File: src/rtl/mouse_paddle_pkg.sv
// mouse_paddle_pkg: ps2_mouse field positions and the saturating add shared by both axes.
package mouse_paddle_pkg;
  localparam int STB_BIT   = 24;
  localparam int YSIGN_BIT = 5;
  localparam int XSIGN_BIT = 4;
  localparam int BTN_MSB   = 1;
  localparam int BTN_LSB   = 0;
  localparam int X_MSB     = 15;
  localparam int X_LSB     = 8;
  localparam int Y_MSB     = 23;
  localparam int Y_LSB     = 16;

  // Adds in full int precision, then clamps to the signed out_w-bit range.
  function automatic int sat_add(input int acc, input int d, input int out_w);
    int sum;
    int hi;
    sum = acc + d;
    hi  = (1 << (out_w - 1)) - 1;
    return sum > hi ? hi : (sum < -hi - 1 ? -hi - 1 : sum);
  endfunction
endpackage

File: src/rtl/mouse_paddle_mapper_axis_accum.sv
// axis_accum: one paddle axis; scales and clamps a raw 9-bit mouse delta into a saturating accumulator with spring decay.
module axis_accum
  import mouse_paddle_pkg::*;
#(
  parameter int OUT_W      = 8,
  parameter int CLAMP      = 10,
  parameter int SENS_SHIFT = 1
) (
  input  logic                    clk_sys,
  input  logic                    reset_n,
  input  logic [8:0]              i_raw,
  input  logic                    i_packet,
  input  logic                    i_clear,
  input  logic                    i_decay_tick,
  output logic signed [OUT_W-1:0] o_acc
);
  logic signed [OUT_W-1:0] r_acc;
  int w_d, w_dc, w_acc, w_next;

  // Priority: clear beats a packet, and a packet drops that cycle's decay step.
  always_comb begin
    w_d    = int'($signed(i_raw)) >>> SENS_SHIFT;
    w_dc   = w_d > CLAMP ? CLAMP : (w_d < -CLAMP ? -CLAMP : w_d);
    w_acc  = int'(r_acc);
    w_next = i_clear ? 0 :
             i_packet ? sat_add(w_acc, w_dc, OUT_W) :
             (i_decay_tick && w_acc != 0) ? (w_acc > 0 ? w_acc - 1 : w_acc + 1) : w_acc;
  end

  always_ff @(posedge clk_sys or negedge reset_n)
    if (!reset_n) r_acc <= '0;
    else          r_acc <= OUT_W'(w_next);

  assign o_acc = r_acc;
endmodule

File: src/rtl/mouse_paddle_mapper.sv
// mouse_paddle_mapper: maps PS/2 mouse packets onto two signed paddle axes and arbitrates
// them against the analog joystick (deadzone reclaim, idle timeout, spring centring).
module mouse_paddle_mapper
  import mouse_paddle_pkg::*;
#(
  parameter int OUT_W       = 8,
  parameter int CLAMP       = 10,
  parameter int SENS_SHIFT  = 1,
  parameter int DEADZONE    = 0,
  parameter int IDLE_CYCLES = 0,
  parameter int DECAY_DIV   = 4096
) (
  input  logic               clk_sys,
  input  logic               reset_n,
  input  logic [24:0]        ps2_mouse,
  input  logic [2*OUT_W-1:0] joya,
  input  logic [1:0]         joy_btn,
  input  logic               spring,
  output logic [OUT_W-1:0]   axis_x,
  output logic [OUT_W-1:0]   axis_y,
  output logic [1:0]         btn,
  output logic               mouse_active
);
  localparam int IW       = IDLE_CYCLES > 1 ? $clog2(IDLE_CYCLES) : 1;
  localparam int IDLE_MAX = IDLE_CYCLES > 0 ? IDLE_CYCLES - 1 : 0;
  localparam int PW       = DECAY_DIV > 1 ? $clog2(DECAY_DIV) : 1;

  logic          r_primed, r_old_stb, r_active;
  logic [IW-1:0] r_idle;
  logic [PW-1:0] r_pre;
  logic          w_pkt, w_reclaim, w_timeout, w_clear, w_wrap, w_unused;
  logic [OUT_W-1:0] w_acc_x, w_acc_y;
  int            w_jx, w_jy;

  // Magnitudes are taken in int so the most negative joystick value reads as 2^(OUT_W-1).
  always_comb begin
    w_jx      = int'($signed(joya[OUT_W-1:0]));
    w_jy      = int'($signed(joya[2*OUT_W-1:OUT_W]));
    w_pkt     = r_primed && (ps2_mouse[STB_BIT] != r_old_stb);
    w_reclaim = (w_jx < 0 ? -w_jx : w_jx) > DEADZONE || (w_jy < 0 ? -w_jy : w_jy) > DEADZONE;
    w_timeout = IDLE_CYCLES > 0 && r_active && !w_pkt && int'(r_idle) == IDLE_MAX;
    w_clear   = w_reclaim || w_timeout;
    w_wrap    = int'(r_pre) == DECAY_DIV - 1;
  end

  always_ff @(posedge clk_sys or negedge reset_n)
    if (!reset_n) begin
      r_primed  <= 1'b0;
      r_old_stb <= 1'b0;
      r_active  <= 1'b0;
      r_idle    <= '0;
      r_pre     <= '0;
    end else begin
      r_primed  <= 1'b1;
      r_old_stb <= ps2_mouse[STB_BIT];
      r_active  <= w_clear ? 1'b0 : (w_pkt ? 1'b1 : r_active);
      r_idle    <= (w_pkt || w_clear || !r_active) ? '0 :
                   (int'(r_idle) == IDLE_MAX ? r_idle : r_idle + 1'b1);
      r_pre     <= w_wrap ? '0 : r_pre + 1'b1;
    end

  axis_accum #(.OUT_W(OUT_W), .CLAMP(CLAMP), .SENS_SHIFT(SENS_SHIFT)) u_acc_x (
    .clk_sys      (clk_sys),
    .reset_n      (reset_n),
    .i_raw        ({ps2_mouse[XSIGN_BIT], ps2_mouse[X_MSB:X_LSB]}),
    .i_packet     (w_pkt),
    .i_clear      (w_clear),
    .i_decay_tick (spring && w_wrap),
    .o_acc        (w_acc_x)
  );

  axis_accum #(.OUT_W(OUT_W), .CLAMP(CLAMP), .SENS_SHIFT(SENS_SHIFT)) u_acc_y (
    .clk_sys      (clk_sys),
    .reset_n      (reset_n),
    .i_raw        ({ps2_mouse[YSIGN_BIT], ps2_mouse[Y_MSB:Y_LSB]}),
    .i_packet     (w_pkt),
    .i_clear      (w_clear),
    .i_decay_tick (spring && w_wrap),
    .o_acc        (w_acc_y)
  );

  assign mouse_active = r_active;
  assign axis_x       = r_active ? w_acc_x : joya[OUT_W-1:0];
  assign axis_y       = r_active ? w_acc_y : joya[2*OUT_W-1:OUT_W];
  assign btn          = r_active ? ps2_mouse[BTN_MSB:BTN_LSB] : joy_btn;
  assign w_unused     = &{1'b0, ps2_mouse[7:6], ps2_mouse[3:2]};
endmodule

File: config.mk
export PLATFORM = sky130hd
export DESIGN_NAME = mouse_paddle_mapper
export DESIGN_NICKNAME = d
export VERILOG_FILES = /design/src/rtl/mouse_paddle_pkg.sv /design/src/rtl/mouse_paddle_mapper_axis_accum.sv /design/src/rtl/mouse_paddle_mapper.sv
export SDC_FILE = /design/constraint.sdc
export NUM_CORES = 1
export LEC_CHECK = 0
export BUFFER_PORTS_ARGS = -buffer_cell sky130_fd_sc_hd__buf_2
export CAP_MARGIN = 20
export CORE_MARGIN = 3
export CORE_UTILIZATION = 60
export DETAILED_ROUTE_END_ITERATION = 16
export PLACE_DENSITY = 0.8
export SETUP_SLACK_MARGIN = 0.4
export SLEW_MARGIN = 20
export SYNTH_ARGS = -nofsm -noshare
export SYNTH_HDL_FRONTEND = slang
export SYNTH_SLANG_ARGS = --single-unit
File: constraint.sdc
create_clock -name clk_sys -period 6 [get_ports clk_sys]
set_input_delay 0.6 -clock clk_sys [delete_from_list [all_inputs] [get_ports clk_sys]]
set_output_delay 0.6 -clock clk_sys [all_outputs]
set_load 0.02 [all_outputs]
==> results of run 1 <==
metrics by stage:
step / cells / setup WS (ns) / power [mW]
3_3_place_gp: 634 / 0.3250 / 0.3618
6_report: 644 / 0.6309 / 0.5320
4_1_cts: 641 / 0.4738 / 0.5318
5_1_grt: 644 / 0.3916 / 0.5628
2_1_floorplan: 488 / 0.7602 / 0.3160
3_5_place_dp: 634 / 0.1993 / 0.3662
path summary, 6_finish.rpt:
path,cells after the start,endpoint,from
max reg2reg,17,u_acc_x.o_acc[2],u_acc_x.o_acc[0]
max,21,u_acc_x.o_acc[2],ps2_mouse[15]
min,1,r_pre[9],reset_n
max in group asynchronous,1,u_acc_y.o_acc[7],reset_n
min reg2reg,1,r_pre[0],r_pre[0]
min in group clk_sys,1,r_old_stb,ps2_mouse[24]
cells by family (layout without fill, tap and decap cells):
kind of cell               after synthesis  in the layout
and+or+nand+nor                        180            180
DFF                                     31             31
adders and majority gates               63             63
AOI/OAI and AO/OA                      129            129
other                                    1              1
muxes                                   14             14
xor gates and xnor gates                26             26
buffers and inverters                   44            107
final cells by class:
type,instances,area (µm²),share of cell area (%)
multi-input combinational,413,3303,69.49
sequential,31,775.7,16.32
timing repair buffer,64,335.3,7.054
inverter,36,135.1,2.843
tap,93,116.4,2.448
clock buffer,6,82.58,1.737
clock inverter,1,5.005,0.1053
power groups by stage:
| stage | registers [mW] | clock network [mW] | logic, mW |
|---|---|---|---|
| finish | 0.211 | 0.164 | 0.157 |
| global route | 0.211 | 0.177 | 0.175 |
| CTS | 0.211 | 0.168 | 0.153 |
| detailed placement | 0.215 | 0 | 0.152 |
| global placement | 0.215 | 0 | 0.147 |
| floorplan | 0.214 | 0 | 0.102 |
worst max-delay path, delay by kind of cell:
kind / cells / cell delay [ns]
fa+ha+maj: 4 / 1.26
compound gates: 8 / 1.49
simple gates: 7 / 2.02
buf+inv: 2 / 0.19
what timing repair did:
| action | in CTS | in global routing |
|---|---|---|
| setup buffers | 0 | 3 |
| hold buffers | 0 | 0 |
| setup endpoints to repair | 0 | 12 |
| gates resized for setup | 0 | 12 |
state kept, by name (all words and copies together) (netlist names):
register	flops
r_primed	1
u_acc_y.o_acc	8
r_old_stb	1
u_acc_x.o_acc	8
r_pre	12
mouse_active	1
cells in the final DEF (no fill, tap or decap), types with 3 or more instances in the layout:
cell type,synthesis,layout
nand2_1,38,38
nand3_1,12,12
nor3_1,9,9
a21oi_2,2,4
a21o_1,13,13
nor2b_1,5,5
nor4_1,5,3
ha_1,33,31
o21bai_1,3,3
a211oi_1,9,7
o21ai_1,3,4
nand2b_1,5,5
mux2_2,14,14
o21a_1,4,4
nor2_1,50,50
xnor2_1,17,17
or2_2,4,4
o22ai_1,4,4
buf_2,1,58
clkbuf_8,0,6
nor4b_1,5,5
or4_1,5,4
and2_1,4,4
a21oi_1,30,28
fa_1,30,30
o21ai_0,34,33
nand4_1,9,9
a31oi_1,5,5
xor2_1,9,9
inv_1,35,35
dfrtp_1,31,31
buf_4,0,6
nor3b_1,3,3
a211oi_2,2,4
routing by layer:
metal  track usage, %  wire (µm)
met5                0          0
met4            5.277         95
met3            4.147        632
met2            39.85       4567
met1            35.48       4585
==> results.toml, run 1 <==
[logic_synthesis]
synth_edf_count = 0
synth.area.top_cells = "dfrtp_1 19%, fa_1 14%, ha_1 9.9%, nor2_1 4.5%, o21ai_0 4.1%"
yosysMostFrequentCell = "nor2_1"
synth_commonest_cells = "50 x nor2_1, 38 x nand2_1, 35 x inv_1, 34 x o21ai_0, 33 x ha_1"
synthMuxAreaShare_pct = 3.770
synth-xor-area-share_pct = 5.446
syn_area_um2 = 4182
yosys.area.top_type_share_pct = 18.55
synth_fa_ha_area_share_pct = 24.24
synth-seq-cells = 31
synth_area_leader_cell = "dfrtp_1"
avgSynthCellArea_um2 = 8.569
synth-warning-count = 0
synthCells = 488
ys_async_sr_fraction_pct = 100.0
synth.distinct_cells = 67
synth_compound_area_share_pct = 20.77
synth_seq_area_share_pct = 18.55
synthesis.nets = 597
yosys.area_share.simple_pct = 23.16
ys.flop_type = "dfrtp_1"
synth_top_family_by_area = "adder cells"

[global_routing]
grt_pass1_vias = 3502
antenna_found_initial = 0
grt_max_degree = 32
grt_use_total_pct = 24.87
overflow = 0
grt_pass1_wl_um = 15810

[flow_run]
cap_violations = 0

[cells_and_area]
final_util_pct = 72.38
antenna_cells = 0
syn2layout_area_growth_pct = 13.67
drive_above_1_share_pct = 21.42
fillers = 513
design_area_um2 = 4753
fin_nets = 660

[placed_design]
port_buffers = 58
place_congestion = 0.8878
place_area_um2 = 4579
dp_hpwl_um = 7635

[floorplan]
rows = 29
die_area_um2 = 8007
dieWidth_um = 89.48
core_um2 = 6568
ios = 65
die_y_um = 89.48
initial_core_util_pct = 63.67

[drt]
wirelength_um = 9880
vias = 3818
post-route-drc-count = 0
post_drt_via_cell_ratio = 5.929
drtAntennaViolNets = 0
drt_first_pass_iters = 5
wl_per_cell_um = 15.34
drt_iter0_markers = 161

[timing]
fin_tns_setup_ns = 0
max_clock_freq_mhz = 186.3
rsz0062_at_grt = "false"
timing.final.crit_period_ns = 5.369
setup-violations-final = 0
fin_crit_sh_pct = 89.49
worst_pin_slew_ns = 0.8192
whs_ns = 0.3444
max-slew-margin-rel_pct = 45.39
final_hold_viol_count = 0
clock-skew-final_ns = 0.002763
finalMaxSlewViolations = 0

[clocking]
clk_path_buf_depth = 2
htree_num_levels = 2
root_buffer = "clkbuf_8"
cts_buffers = 5
cts_sinks = 31
cts_tree = "done"
insertion_delay_ns = 0.28
clk_pin_slew_ns = 0.06

[pwr]
p_seq_share_pct = 39.6
power.share.clock_pct = 30.8
powerDensity_nw_per_um2 = 111.9
p_sw_mw = 0.1696
vdd_drop_max_v = 0.00005795
netSwitchingFraction_pct = 31.89
internal-power_mw = 0.3623
leakage_nw = 2.178
p_comb_share_pct = 29.6

[critical_path]
cp_cell_sequence = "buf_2, nand4_1, or2_2, ha_4, or3_4, ha_4, a211oi_2, o21bai_1, a21oi_2, o21bai_1, a21o_1, fa_1, inv_1, fa_1, or4_4, nor4_4, nand2_2, o311ai_4, and2_1, o21ai_1, a21oi_1"
crit_required_ns = 6.20
critPathKind = "in -> reg"
crit_fanout = 7
rrSetupSlack_ns = 1.44
arrival_ns = 5.57
cp_slowest_cell = "or4_4"
worstSetupEndpointType = "register"
slowest_delay_ns = 0.56
crit_path_start_kind = "input port"

[worst_hold_path]
hp-class = "in -> async"

[outcome]
status = "completed"
Note: power is estimated with default switching activity, not from simulation.
==> run 2: changes to the inputs <==
--- a/config.mk
+++ b/config.mk
@@ -7,10 +7,12 @@
 export LEC_CHECK = 0
 export BUFFER_PORTS_ARGS = -buffer_cell sky130_fd_sc_hd__buf_2
 export CAP_MARGIN = 20
+export CELL_PAD_IN_SITES_DETAIL_PLACEMENT = 0
+export CELL_PAD_IN_SITES_GLOBAL_PLACEMENT = 1
 export CORE_MARGIN = 3
-export CORE_UTILIZATION = 60
+export CORE_UTILIZATION = 48
 export DETAILED_ROUTE_END_ITERATION = 16
-export PLACE_DENSITY = 0.8
+export PLACE_DENSITY = 0.84
 export SETUP_SLACK_MARGIN = 0.4
 export SLEW_MARGIN = 20
 export SYNTH_ARGS = -nofsm -noshare
==> results.toml, run 2 (synthesis gave the netlist of run 1 again) <==
[outcome]
status = "completed"

[critical_path]
critPathKind = "in -> reg"
slowest_delay_ns = 0.56
arrival_ns = 5.53
crit_fanout = 3
crit_path_start_kind = "input port"
r2r-start = "u_acc_x.o_acc[0]"
worstSetupEndpointType = "register"
crit_required_ns = 6.20
reg2reg_depth = 18
cp_cell_sequence = "buf_2, nand4_1, or2_2, ha_1, or3_4, ha_1, a211oi_2, o21bai_1, a21oi_2, o21bai_1, a21o_1, fa_1, inv_1, fa_1, or4_4, nor4_4, nand2_2, buf_4, o21a_1, a21oi_1, o22ai_1, a211oi_2"
rrSetupSlack_ns = 1.60
crit-reg2reg-capture = "u_acc_x.o_acc[5]"
cp_slowest_cell = "or4_4"

[clocking]
root_buffer = "clkbuf_8"
clk_path_buf_depth = 2
cts_buffers = 5
cts_tree = "done"
htree_num_levels = 2
cts_hold_buf = 0
insertion_delay_ns = 0.29
cts_sinks = 31
clk_pin_slew_ns = 0.08

[drt]
drt_first_pass_iters = 4
drtAntennaViolNets = 0
wirelength_um = 10010
post_drt_via_cell_ratio = 5.673
post-route-drc-count = 0
vias = 3761
wl_per_cell_um = 15.10
drt_iter0_markers = 174

[global_routing]
antenna_found_initial = 0
grt_use_total_pct = 20.78
overflow = 0
grt_pass1_wl_um = 17150
grt_max_degree = 32
grt_pass1_vias = 3682

[floorplan]
die_area_um2 = 9867
die_y_um = 99.34
rows = 33
ios = 65
dieWidth_um = 99.34
initial_core_util_pct = 50.14
core_um2 = 8341

[timing]
worst_pin_slew_ns = 0.8508
timing.final.crit_period_ns = 5.333
max-slew-margin-rel_pct = 43.28
rsz0062_at_grt = "true"
finalMaxSlewViolations = 0
fin_crit_sh_pct = 88.89
max_clock_freq_mhz = 187.5
final_hold_viol_count = 0
clock-skew-final_ns = 0.01204
fin_tns_setup_ns = 0
setup-violations-final = 0

[cells_and_area]
final_common_cell = "buf_2"
syn2layout_area_growth_pct = 15.38
largest_reg_flops = 12
drive_above_1_share_pct = 23.12
antenna_cells = 0
top_register = "r_pre"
design_area_um2 = 4825
fin_nets = 666
layout_common_cells = "58 x buf_2, 49 x nor2_1, 38 x nand2_1"

[pwr]
internal-power_mw = 0.3559
powerDensity_nw_per_um2 = 111.6
netSwitchingFraction_pct = 33.93
p_sw_mw = 0.1828
p_seq_share_pct = 39.1
leakage_nw = 2.200
vdd_drop_max_v = 0.00007494
p_comb_share_pct = 29.4
power.share.clock_pct = 31.5
total_power_mw = 0.5387

[flow_run]
cap_violations = 0

[placed_design]
place_area_um2 = 4602
place_congestion = 0.8801
dp_hpwl_um = 7973
port_buffers = 58

[worst_hold_path]
hp-class = "in -> async"
## run 2: cell types whose count changed in the layout (fill, tap and decap cells not counted), sizes merged
cell | previous run | this run
buf | 64 | 70
clkbuf | 6 | 5
clkinv | 1 | 2
clkinvlp | 0 | 1
## run 2: final cells by class
class / count / area [µm²]
Inverter: 36 / 135.1
Tap cell: 105 / 131.4
Timing Repair Buffer: 70 / 380.4
Fill cell: 765 / 3516
Sequential cell: 31 / 775.7
Clock buffer: 5 / 68.82
Multi-Input combinational cell: 413 / 3308
Clock inverter: 3 / 25.02
## run 2: critical path, delay by kind of cell
family	cells	cell delay, ns
fa+ha+maj	4	1.41
compound gates	9	1.40
simple gates	6	1.76
buf+inv	3	0.33
## run 2: stage by stage
stage / utilization, % / setup slack, ns / instances / hold WS, ns
after floorplan: - / 0.7602 / 488 / 0.3044
after global placement: 55.18 / 0.3137 / 647 / 0.4544
after global routing: 57.85 / 0.3987 / 663 / 0.4031
final: 57.85 / 0.6668 / 663 / 0.3671
after CTS: 56.30 / 0.5473 / 655 / 0.3792
after detailed placement: 55.18 / 0.2700 / 647 / 0.4588
## run 2: power groups by stage
stage	clock network, mW	registers, mW	logic (mW)
after CTS	0.173	0.211	0.155
after global routing	0.183	0.211	0.178
final	0.170	0.211	0.159
after detailed placement	0	0.215	0.154
after floorplan	0	0.214	0.102
after global placement	0	0.215	0.151
## run 2: per-layer routing
metal | global-route usage [%] | routed length [µm]
met1 | 31.11 | 5049
met2 | 32.75 | 4470
met3 | 2.665 | 438
met4 | 3.256 | 53
met5 | 0 | 0
## run 2: worst max path at each step
stage,startpoint,endpoint,slack (ns),cells past startpoint
finish,ps2_mouse[13],u_acc_x.o_acc[5],0.67,22
floorplan,ps2_mouse[13],u_acc_x.o_acc[5],0.76,20
global placement,ps2_mouse[13],u_acc_x.o_acc[2],0.31,21
detailed placement,ps2_mouse[13],u_acc_x.o_acc[2],0.27,23
CTS,ps2_mouse[13],u_acc_x.o_acc[2],0.55,21
global route,ps2_mouse[21],u_acc_y.o_acc[5],0.40,22
## run 2: repair_timing
| item | CTS | global route |
|---|---|---|
| setup endpoints to repair | 0 | 11 |
| buffers inserted | 0 | 8 |
| resized for setup | 0 | 17 |
